**config.mk**
```make
export PLATFORM = sky130hd
export DESIGN_NAME = sum_drain
export DESIGN_NICKNAME = d
export VERILOG_FILES = /design/src/rtl/sum_drain_pkg.sv /design/src/rtl/sum_drain_rowbuf.sv /design/src/rtl/sum_drain.sv
export SDC_FILE = /design/constraint.sdc
export NUM_CORES = 1
export LEC_CHECK = 0
export BUFFER_PORTS_ARGS = -buffer_cell sky130_fd_sc_hd__buf_2
export CORE_MARGIN = 2
export CORE_UTILIZATION = 64
export DETAILED_ROUTE_END_ITERATION = 6
export GPL_ROUTABILITY_DRIVEN = 1
export PLACE_DENSITY = 0.84
export SKIP_LAST_GASP = 1
export SYNTH_ARGS = -nofsm -noshare
export SYNTH_HDL_FRONTEND = slang
export SYNTH_HIERARCHICAL = 1
export SYNTH_SLANG_ARGS = --single-unit
export TNS_END_PERCENT = 5
```
**constraint.sdc**
```tcl
create_clock -name clk -period 7.7 [get_ports clk]
set_clock_uncertainty 0.2 [all_clocks]
set_input_delay 0.77 -clock clk [delete_from_list [all_inputs] [get_ports clk]]
set_output_delay 0.77 -clock clk [all_outputs]
set_load 0.005 [all_outputs]
```
**src/rtl/sum_drain_pkg.sv**
```systemverilog
// Shared widths, default geometry and the ceil-log2 helper for the sum_drain block.
package sum_drain_pkg;

  localparam int unsigned W          = 32;
  localparam int unsigned N_COLS_DEF = 4;
  localparam int unsigned DEPTH_DEF  = 4;

  function automatic int unsigned clog2(input int unsigned v);
    int unsigned r;
    r = 0;
    for (int unsigned i = 0; i < 32; i++) begin
      if ((32'd1 << i) < v) r = i + 1;
    end
    return r;
  endfunction

endpackage

```
**src/rtl/sum_drain_rowbuf.sv**
```systemverilog
// DEPTH x N_COLS x W row buffer: one write port per column, one registered read
// port addressed by {row, col}.
module sum_drain_rowbuf
  import sum_drain_pkg::*;
#(
  parameter  int unsigned N_COLS = N_COLS_DEF,
  parameter  int unsigned DEPTH  = DEPTH_DEF,
  localparam int unsigned AW     = clog2(DEPTH),
  localparam int unsigned CW     = clog2(N_COLS)
) (
  input  logic                 clk,
  input  logic                 rst_n,
  input  logic [N_COLS-1:0]    we_i,
  input  logic [N_COLS*AW-1:0] waddr_i,
  input  logic [N_COLS*W-1:0]  wdata_i,
  input  logic [AW+CW-1:0]     raddr_i,
  output logic [W-1:0]         rdata_o
);

  logic [W-1:0] mem_q [N_COLS][DEPTH];
  logic [W-1:0] rdata_q;

  always_ff @(posedge clk) begin
    for (int unsigned k = 0; k < N_COLS; k++) begin
      if (we_i[k]) mem_q[k][waddr_i[k*AW +: AW]] <= wdata_i[k*W +: W];
    end
  end

  always_ff @(posedge clk or negedge rst_n) begin
    if (!rst_n) rdata_q <= '0;
    else        rdata_q <= mem_q[raddr_i[CW-1:0]][raddr_i[AW+CW-1:CW]];
  end

  assign rdata_o = rdata_q;

endmodule

```
**src/rtl/sum_drain.sv**
```systemverilog
// Deskews column-staggered accumulations into whole rows and streams them out
// one word per cycle over valid/ready; rows arriving while full are dropped.
module sum_drain
  import sum_drain_pkg::*;
#(
  parameter int unsigned N_COLS = N_COLS_DEF,
  parameter int unsigned DEPTH  = DEPTH_DEF
) (
  input  logic                       clk,
  input  logic                       rst_n,
  input  logic [N_COLS-1:0]          col_en,
  input  logic [N_COLS*W-1:0]        col_sum,
  output logic [W-1:0]               m_data,
  output logic                       m_valid,
  input  logic                       m_ready,
  output logic                       m_last,
  output logic                       overflow,
  input  logic                       ovf_clr,
  output logic [clog2(DEPTH):0]      rows_rdy
);

  localparam int unsigned AW   = clog2(DEPTH);
  localparam int unsigned CW   = clog2(N_COLS);
  localparam int unsigned CNTW = AW + 1;

  logic [AW-1:0]     wr_ptr_q [N_COLS];
  logic [AW-1:0]     wr_ptr_d [N_COLS];
  logic [AW-1:0]     rd_ptr_q, rd_ptr_d;
  logic [CW-1:0]     rd_col_q, rd_col_d;
  logic [CNTW-1:0]   reserved_q, reserved_d;
  logic [CNTW-1:0]   committed_q, committed_d;
  logic [N_COLS-2:0] drop_sr_q;
  logic              commit_q;
  logic              overflow_q, overflow_d;

  logic              full, admit, drop_now, last_col, xfer, pop;
  logic [N_COLS-1:0] drop_v, we;
  logic [N_COLS*AW-1:0] waddr;
  logic [W-1:0]      rdata;

  // Column k sees the drop decision taken k cycles earlier, matching the input skew.
  assign full     = (reserved_q == CNTW'(DEPTH));
  assign drop_now = col_en[0] & full;
  assign admit    = col_en[0] & ~full;
  assign drop_v   = {drop_sr_q, drop_now};
  assign we       = col_en & ~drop_v;

  assign m_valid  = (committed_q != '0);
  assign last_col = (rd_col_q == CW'(N_COLS - 1));
  assign xfer     = m_valid & m_ready;
  assign pop      = xfer & last_col;

  always_comb begin
    rd_ptr_d    = rd_ptr_q;
    rd_col_d    = rd_col_q;
    reserved_d  = reserved_q + CNTW'(admit) - CNTW'(pop);
    committed_d = committed_q + CNTW'(commit_q) - CNTW'(pop);
    overflow_d  = drop_now | (overflow_q & ~ovf_clr);
    if (xfer) begin
      if (last_col) begin
        rd_col_d = '0;
        rd_ptr_d = rd_ptr_q + AW'(1);
      end else begin
        rd_col_d = rd_col_q + CW'(1);
      end
    end
    for (int unsigned k = 0; k < N_COLS; k++) begin
      wr_ptr_d[k]           = wr_ptr_q[k] + AW'(we[k]);
      waddr[k*AW +: AW]     = wr_ptr_q[k];
    end
  end

  always_ff @(posedge clk or negedge rst_n) begin
    if (!rst_n) begin
      for (int unsigned k = 0; k < N_COLS; k++) wr_ptr_q[k] <= '0;
      rd_ptr_q    <= '0;
      rd_col_q    <= '0;
      reserved_q  <= '0;
      committed_q <= '0;
      drop_sr_q   <= '0;
      commit_q    <= 1'b0;
      overflow_q  <= 1'b0;
    end else begin
      for (int unsigned k = 0; k < N_COLS; k++) wr_ptr_q[k] <= wr_ptr_d[k];
      rd_ptr_q    <= rd_ptr_d;
      rd_col_q    <= rd_col_d;
      reserved_q  <= reserved_d;
      committed_q <= committed_d;
      drop_sr_q   <= drop_v[N_COLS-2:0];
      commit_q    <= we[N_COLS-1];
      overflow_q  <= overflow_d;
    end
  end

  // Read address follows the next-state pointers so the registered word lines up.
  sum_drain_rowbuf #(
    .N_COLS (N_COLS),
    .DEPTH  (DEPTH)
  ) u_rowbuf (
    .clk     (clk),
    .rst_n   (rst_n),
    .we_i    (we),
    .waddr_i (waddr),
    .wdata_i (col_sum),
    .raddr_i ({rd_ptr_d, rd_col_d}),
    .rdata_o (rdata)
  );

  assign m_data   = m_valid ? rdata : '0;
  assign m_last   = last_col;
  assign overflow = overflow_q;
  assign rows_rdy = committed_q;

  skew_contract: assert property (@(posedge clk) disable iff (!rst_n)
    (col_en[N_COLS-1:1] & ~$past(col_en[N_COLS-2:0])) == '0);

endmodule
```
==> summary.txt, run 1 <==
Clocking
  • Worst-path clk slew: about 60 ps
  • CTS-repair resized insts: 0
  • Clk buf depth: 3
  • CTS sink count: roughly 570
  • Total CTS buffers: 54
  • Setup Fix Bufs, Post-CTS: 0
  • Worst skew pair latency: 580 ps
  • CTS tree: done
  • Clk Tree Root Cell: clkbuf_16
  • CTS Hold Bufs: 0
  • H-tree lvl count: 2

Timing
  • Final worst slack: 3120 ps
  • Fin. max-slew vios: 0
  • Endpoints failing setup: 0
  • Max-slew headroom: 24.7%
  • Final hold vios: 0
  • Max Freq: 0.218 GHz
  • Final Cycle Share: between 50% and 60%
  • RSZ-0062 raised after global routing: false
  • Setup TNS: 0 ps
  • Fin crit period: 4580 ps
  • Worst-margin pin slew: 1130 ps

Route
  • Vias: 11000
  • DRT iter0 DRCs: approximately 1500
  • Antenna Nets Post-Route: 0
  • DR WL met2: 27200 um
  • WL final: ~54000 um
  • WL per Instance: 33.0 um
  • DR top layer: met5
  • First drt pass iteration count: 5
  • WL met1: 18200 um
  • Vias per cell: 6.74
  • Metal3 WL: 6580 um
  • Remaining routing DRC violations: 0

Floorplanning
  • Total die area: approximately 0.035 mm2
  • Ports: 174
  • Core Area: 0.0326 mm2
  • Die H: 186 um
  • Cell Rows: 66
  • Initial core utilization: 65.2%
  • Die W: roughly 190 um

Critical path
  • Worst EP required: 7950 ps
  • Startpoint types: flop
  • Critical path capture point type: flop
  • CP Class: reg2reg
  • Critical Path AT: 4830 ps
  • CP Max Fanout: 76

Synthesis
  • Asr flop ratio synth: 9.70%
  • Synth cell count leaders: 512 x edfxtp_1, 128 x mux4_2, 64 x a22oi_1
  • Top FF cell, synth: edfxtp_1
  • Synth Instances: roughly 940
  • Post-synthesis sequential area ratio: roughly four fifths
  • Count leader, synth: edfxtp_1
  • Distinct cells, synth: 29
  • Synth top area share: 72.3%
  • Synth Cell Area: 0.0213 mm2
  • Synth top area cells: edfxtp_1 72%, mux4_2 14%, dfrtp_1 6.5%
  • Yosys warns: 6
  • #FFs+latches synth: 567
  • Avg Inst Size Synth: roughly 23 um2
  • Post-synth EDFFs: 512
  • Synth area leader: edfxtp_1
  • Synth Net Count: around 1100

Run
  • Max-cap violations: 0

Power
  • Total power: 10.7 mW
  • Leak: 8.52 nW
  • Pwr Density: 436 mW/mm2
  • Peak supply drop: between 300 and 400 uV

GRT
  • Tot GR Track Use: a little under a third
  • Remaining Overflow, GRT: 0
  • First-pass GRT wire length: approximately 75000 um
  • Number of global-route vias before repair: 11500
  • Initial antenna violation count: 11
  • Largest net degree at the start of global routing: 77

Place
  • Port buffer count: around 170
  • RePlAce Congestion: 0.770
  • HPWL after DPL: between 20000 and 30000 um
  • DP Area: 0.0227 mm2
  • Place WS: 3300 ps

Finish
  • Filler instances: ~1700
  • Nets@finish: between 1000 and 1500
  • FF+latch area: ~0.017 mm2
  • Layout Utilization: 75.3%
  • Share of layout cells above drive strength 1: between 30% and 40%
  • Area Growth Syn to Fin: 15.5%
  • Multi-input combinational cell area: around 0.0043 mm2
  • Final instance area: 0.0246 mm2

Hold path
  • Hold Path Class: reg2reg

Run status
  • Status: finished clean
## final timing paths
kind	start	end	slack [ps]	cells past startpoint
max in group asynchronous	rst_n	u_rowbuf/rdata_o[1]	6480	2
hold / removal	drop_sr_q[0]	drop_sr_q[1]	180	0
hold reg to reg	drop_sr_q[0]	drop_sr_q[1]	180	0
setup reg to reg	rows_rdy[1]	u_rowbuf/rdata_o[2]	3120	7
min in group asynchronous	rst_n	u_rowbuf/rdata_o[21]	220	2
setup / recovery	rows_rdy[1]	u_rowbuf/rdata_o[2]	3120	7
## cells in the final DEF, fill, tap and decap left out, types with 7 or more instances in the layout
cell type  instances
a22oi_1           64
ha_1               7
buf_4             24
mux4_2           128
clkinv_2           7
dfrtp_1           55
and2_4            24
nand2_1           36
and2_1            10
clkbuf_16         55
xnor2_1            8
clkbuf_1          18
buf_2            173
diode_2            8
bufinv_16          7
edfxtp_1         512
## metal layers
metal,GRT usage (%),vias up
met5,0,-
met4,13.6,4
met3,7.69,154
met2,51.0,969
met1,41.0,5603
li1,-,4301
## cells by family (layout without fill, tap and decap cells)
logic type | count (synthesis) | count (layout) | synth area share, %
XOR/XNOR | 12 | 12 | 0.494
adder cells (fa/ha/maj) | 9 | 9 | 0.600
multiplexers | 130 | 130 | 13.7
AND/OR/NAND/NOR | 101 | 101 | 2.89
buffers and inverters | 52 | 303 | 1.28
AO/OA/AOI/OAI | 65 | 65 | 2.29
flip-flops | 567 | 567 | 78.8
other | 0 | 8 | 0
## state kept, by name (all words and copies together), names as in the netlist
register / flops
u_rowbuf/mem_q: 512
u_rowbuf/rdata_o: 32
waddr: 8
drop_sr_q: 3
reserved_q: 3
rows_rdy: 3
rd_col_q: 2
rd_ptr_q: 2
commit_q: 1
overflow: 1
## cell type report
class	count	share of cell area [%]
Clock inverter	23	1.25
Inverter	5	0.0764
Antenna cell	8	0.0815
Tap cell	442	2.25
Multi-Input combinational cell	317	17.7
Timing Repair Buffer	197	4.26
Clock buffer	78	6.16
Sequential cell	567	68.2
## where the power goes
part	total [mW]	leakage [nW]	switching (mW)	internal, mW
Combinational	3.60	2.29	2.03	1.56
Sequential	4.38	5.36	0.253	4.12
Clock	2.72	0.874	1.12	1.60
## per-stage QoR
step	hold slack, ps	instances
finish	177	1637
global route	182	1634
CTS	175	1629
detailed placement	166	1528
global placement	158	1528
floorplan	154	936
## worst max-delay path, cell delays in order, from the launching register on
cell and delay, ps:
dfrtp_1 420, or3_2 950, nand2_4 260, mux2_4 710, buf_4 960, mux4_2 490, a22oi_1 270, nand2_1 110
Note: power is estimated with default switching activity, not from simulation.
==> run 2: changes to the inputs <==
--- a/config.mk
+++ b/config.mk
@@ -7,10 +7,10 @@
 export LEC_CHECK = 0
 export BUFFER_PORTS_ARGS = -buffer_cell sky130_fd_sc_hd__buf_2
 export CORE_MARGIN = 2
-export CORE_UTILIZATION = 64
+export CORE_UTILIZATION = 54
 export DETAILED_ROUTE_END_ITERATION = 6
 export GPL_ROUTABILITY_DRIVEN = 1
-export PLACE_DENSITY = 0.84
+export PLACE_DENSITY = 0.76
 export SKIP_LAST_GASP = 1
 export SYNTH_ARGS = -nofsm -noshare
 export SYNTH_HDL_FRONTEND = slang
==> constraint.sdc (replaced) <==
create_clock -name clk -period 3.8 [get_ports clk]
set_clock_uncertainty 0.2 [all_clocks]
set_input_delay 0.38 -clock clk [delete_from_list [all_inputs] [get_ports clk]]
set_output_delay 0.38 -clock clk [all_outputs]
set_load 0.005 [all_outputs]
==> summary.txt, run 2 (synthesized netlist as in run 1, its figures left out) <==
Run
  • Max-cap violations: 0 (unchanged)

Clocking
  • Worst-path clk slew: 60 ps (about the same)
  • Total CTS buffers: 54 (unchanged)
  • H-tree lvl count: 2 (unchanged)
  • Setup Fix Bufs, Post-CTS: 0 (unchanged)
  • Clk Tree Root Cell: clkbuf_16
  • CTS sink count: 567 (unchanged)
  • CTS tree: done
  • Clk buf depth: 3 (unchanged)
  • Worst skew pair latency: 620 ps (+40 ps)

Timing
  • Max Freq: 0.302 GHz (+38%)
  • RSZ-0062 raised after global routing: false
  • Fin. max-slew vios: 0 (unchanged)
  • Setup TNS: 0 ps (unchanged)
  • Final Cycle Share: 87.2% (+28 points)
  • Final worst slack: 485 ps (-2640 ps)
  • Max-slew headroom: 23.7% (-0.96 points)
  • Fin crit period: 3310 ps (-1260 ps)
  • Final hold vios: 0 (unchanged)
  • Endpoints failing setup: 0 (unchanged)
  • Worst-margin pin slew: 1140 ps (+14.4 ps)

Finish
  • Area Growth Syn to Fin: 23.2%
  • Final instance area: 0.0262 mm2 (+6.7%)
  • Largest register FFs: 512 (unchanged)
  • Non-Filler Instances: 1854 (+13%)
  • Share of layout cells above drive strength 1: 35.2% (-3.1 points)
  • Nets@finish: 1435 (+11%)
  • Commonest non-fill, non-tap cells in the layout: 512 x edfxtp_1, 172 x buf_2, 133 x dlygate4sd3_1
  • Commonest non-fill, non-tap cell in the layout: edfxtp_1

Floorplanning
  • Die W: 202 um (+8.7%)
  • Die H: 202 um (+8.7%)
  • Cell Rows: 72 (+9.1%)
  • Core Area: 0.0387 mm2 (+19%)
  • Ports: 174 (unchanged)
  • Initial core utilization: 54.9% (-10 points)
  • Total die area: 0.0410 mm2 (+18%)

Power
  • Peak supply drop: 658 uV (+110%)
  • Leak: 9.18 nW (+7.7%)
  • Pwr Density: 829 mW/mm2 (+90%)

Route
  • First drt pass iteration count: 5 (unchanged)
  • WL final: 53700 um (-0.79%)
  • Antenna Nets Post-Route: 0 (unchanged)
  • Vias per cell: 5.99 (-11%)
  • DRT iter0 DRCs: 1208 (-22%)
  • Vias: 11100 (+0.61%)
  • Remaining routing DRC violations: 0 (unchanged)
  • WL per Instance: 28.9 um (-12%)

Place
  • Inst Count DP: 1619 (+6.0%)
  • Place WS: 494 ps (-2800 ps)
  • DP Area: 0.0231 mm2 (+1.7%)
  • Port buffer count: 173 (unchanged)
  • RePlAce Congestion: 0.795 (+3.3%)
  • HPWL after DPL: 29900 um (+8.9%)

Run status
  • Status: finished clean

GRT
  • Met3 Usage GRT: 5.35% (-2.3 points)
  • Initial antenna violation count: 3 (-8)
  • Remaining Overflow, GRT: 0 (unchanged)
  • Number of global-route vias before repair: 11700 (+1.7%)
  • First-pass GRT wire length: 77300 um (+3.5%)
  • Grt peak-use layer: met2
  • Largest net degree at the start of global routing: 130 (+69%)
  • Tot GR Track Use: 26.7% (-4.5 points)
  • Met1 usage: 35.3% (-5.7 points)
  • Grt met2 use: 44.7% (-6.3 points)

Hold path
  • Hold Path Class: in2reg

Critical path
  • Startpoint types: flop
  • CP Class: reg2reg
  • CP Max Fanout: 50 (-34%)
  • Worst EP required: 4100 ps (-3850 ps)
  • Critical path capture point type: flop
  • Critical Path AT: 3610 ps (-1220 ps)
==> run 2: metrics by stage <==
| stage | hold WS, ps | power, mW | util, % |
|---|---|---|---|
| floorplan | -116 | 13.7 | - |
| global placement | 158 | 16.1 | 59.6 |
| detailed placement | 165 | 16.3 | 59.6 |
| CTS | 86.6 | 21.8 | 67.6 |
| global route | 116 | 22.6 | 67.6 |
| finish | 106 | 21.7 | 67.6 |
==> run 2: worst max-delay path, stage by stage (launching register included) <==
cell and delay [ps]:
dfrtp_1 430, or3_2 590, nand2_4 130, mux2_8 560, buf_4 400, mux4_2 560
a22oi_1 210, nand2_1 80
==> run 2: worst paths after layout <==
check	start	end	slack, ps	cells past startpoint
worst max-delay path	rows_rdy[1]	u_rowbuf/rdata_o[17]	490	7
worst min-delay path	m_ready	rows_rdy[0]	110	4
worst max register to register	rows_rdy[1]	u_rowbuf/rdata_o[17]	490	7
worst min register to register	drop_sr_q[1]	drop_sr_q[2]	180	0
max in group asynchronous	rst_n	u_rowbuf/rdata_o[5]	2510	2
min in group asynchronous	rst_n	drop_sr_q[2]	280	2
==> run 2: metal layers <==
| metal | vias up | routed length (um) |
|---|---|---|
| li1 | 4591 | - |
| met1 | 5696 | 19400 |
| met2 | 698 | 27200 |
| met3 | 111 | 5480 |
| met4 | 2 | 1600 |
| met5 | - | 14 |
==> run 2: timing repair <==
item / CTS / global route
hold buffers: 133 / 0
endpoints found under the hold margin: 570 / 0
gates resized for setup: 0 / 0
==> run 2: report_power, final <==
| part | switching [mW] | internal [mW] |
|---|---|---|
| clock | 2.29 | 3.03 |
| sequential | 0.440 | 8.34 |
| combinational | 4.07 | 3.54 |
==> run 2: area by class of cell <==
type | instances | area (um2)
clock buffers | 78 | 1540
inverters | 5 | 18.8
repair buffers | 345 | 2640
flip-flops and latches | 567 | 16800
diodes | 2 | 5.00
multi-input cells | 317 | 4360
well taps | 518 | 648
clock inverters | 22 | 219
fillers | 2482 | 12500
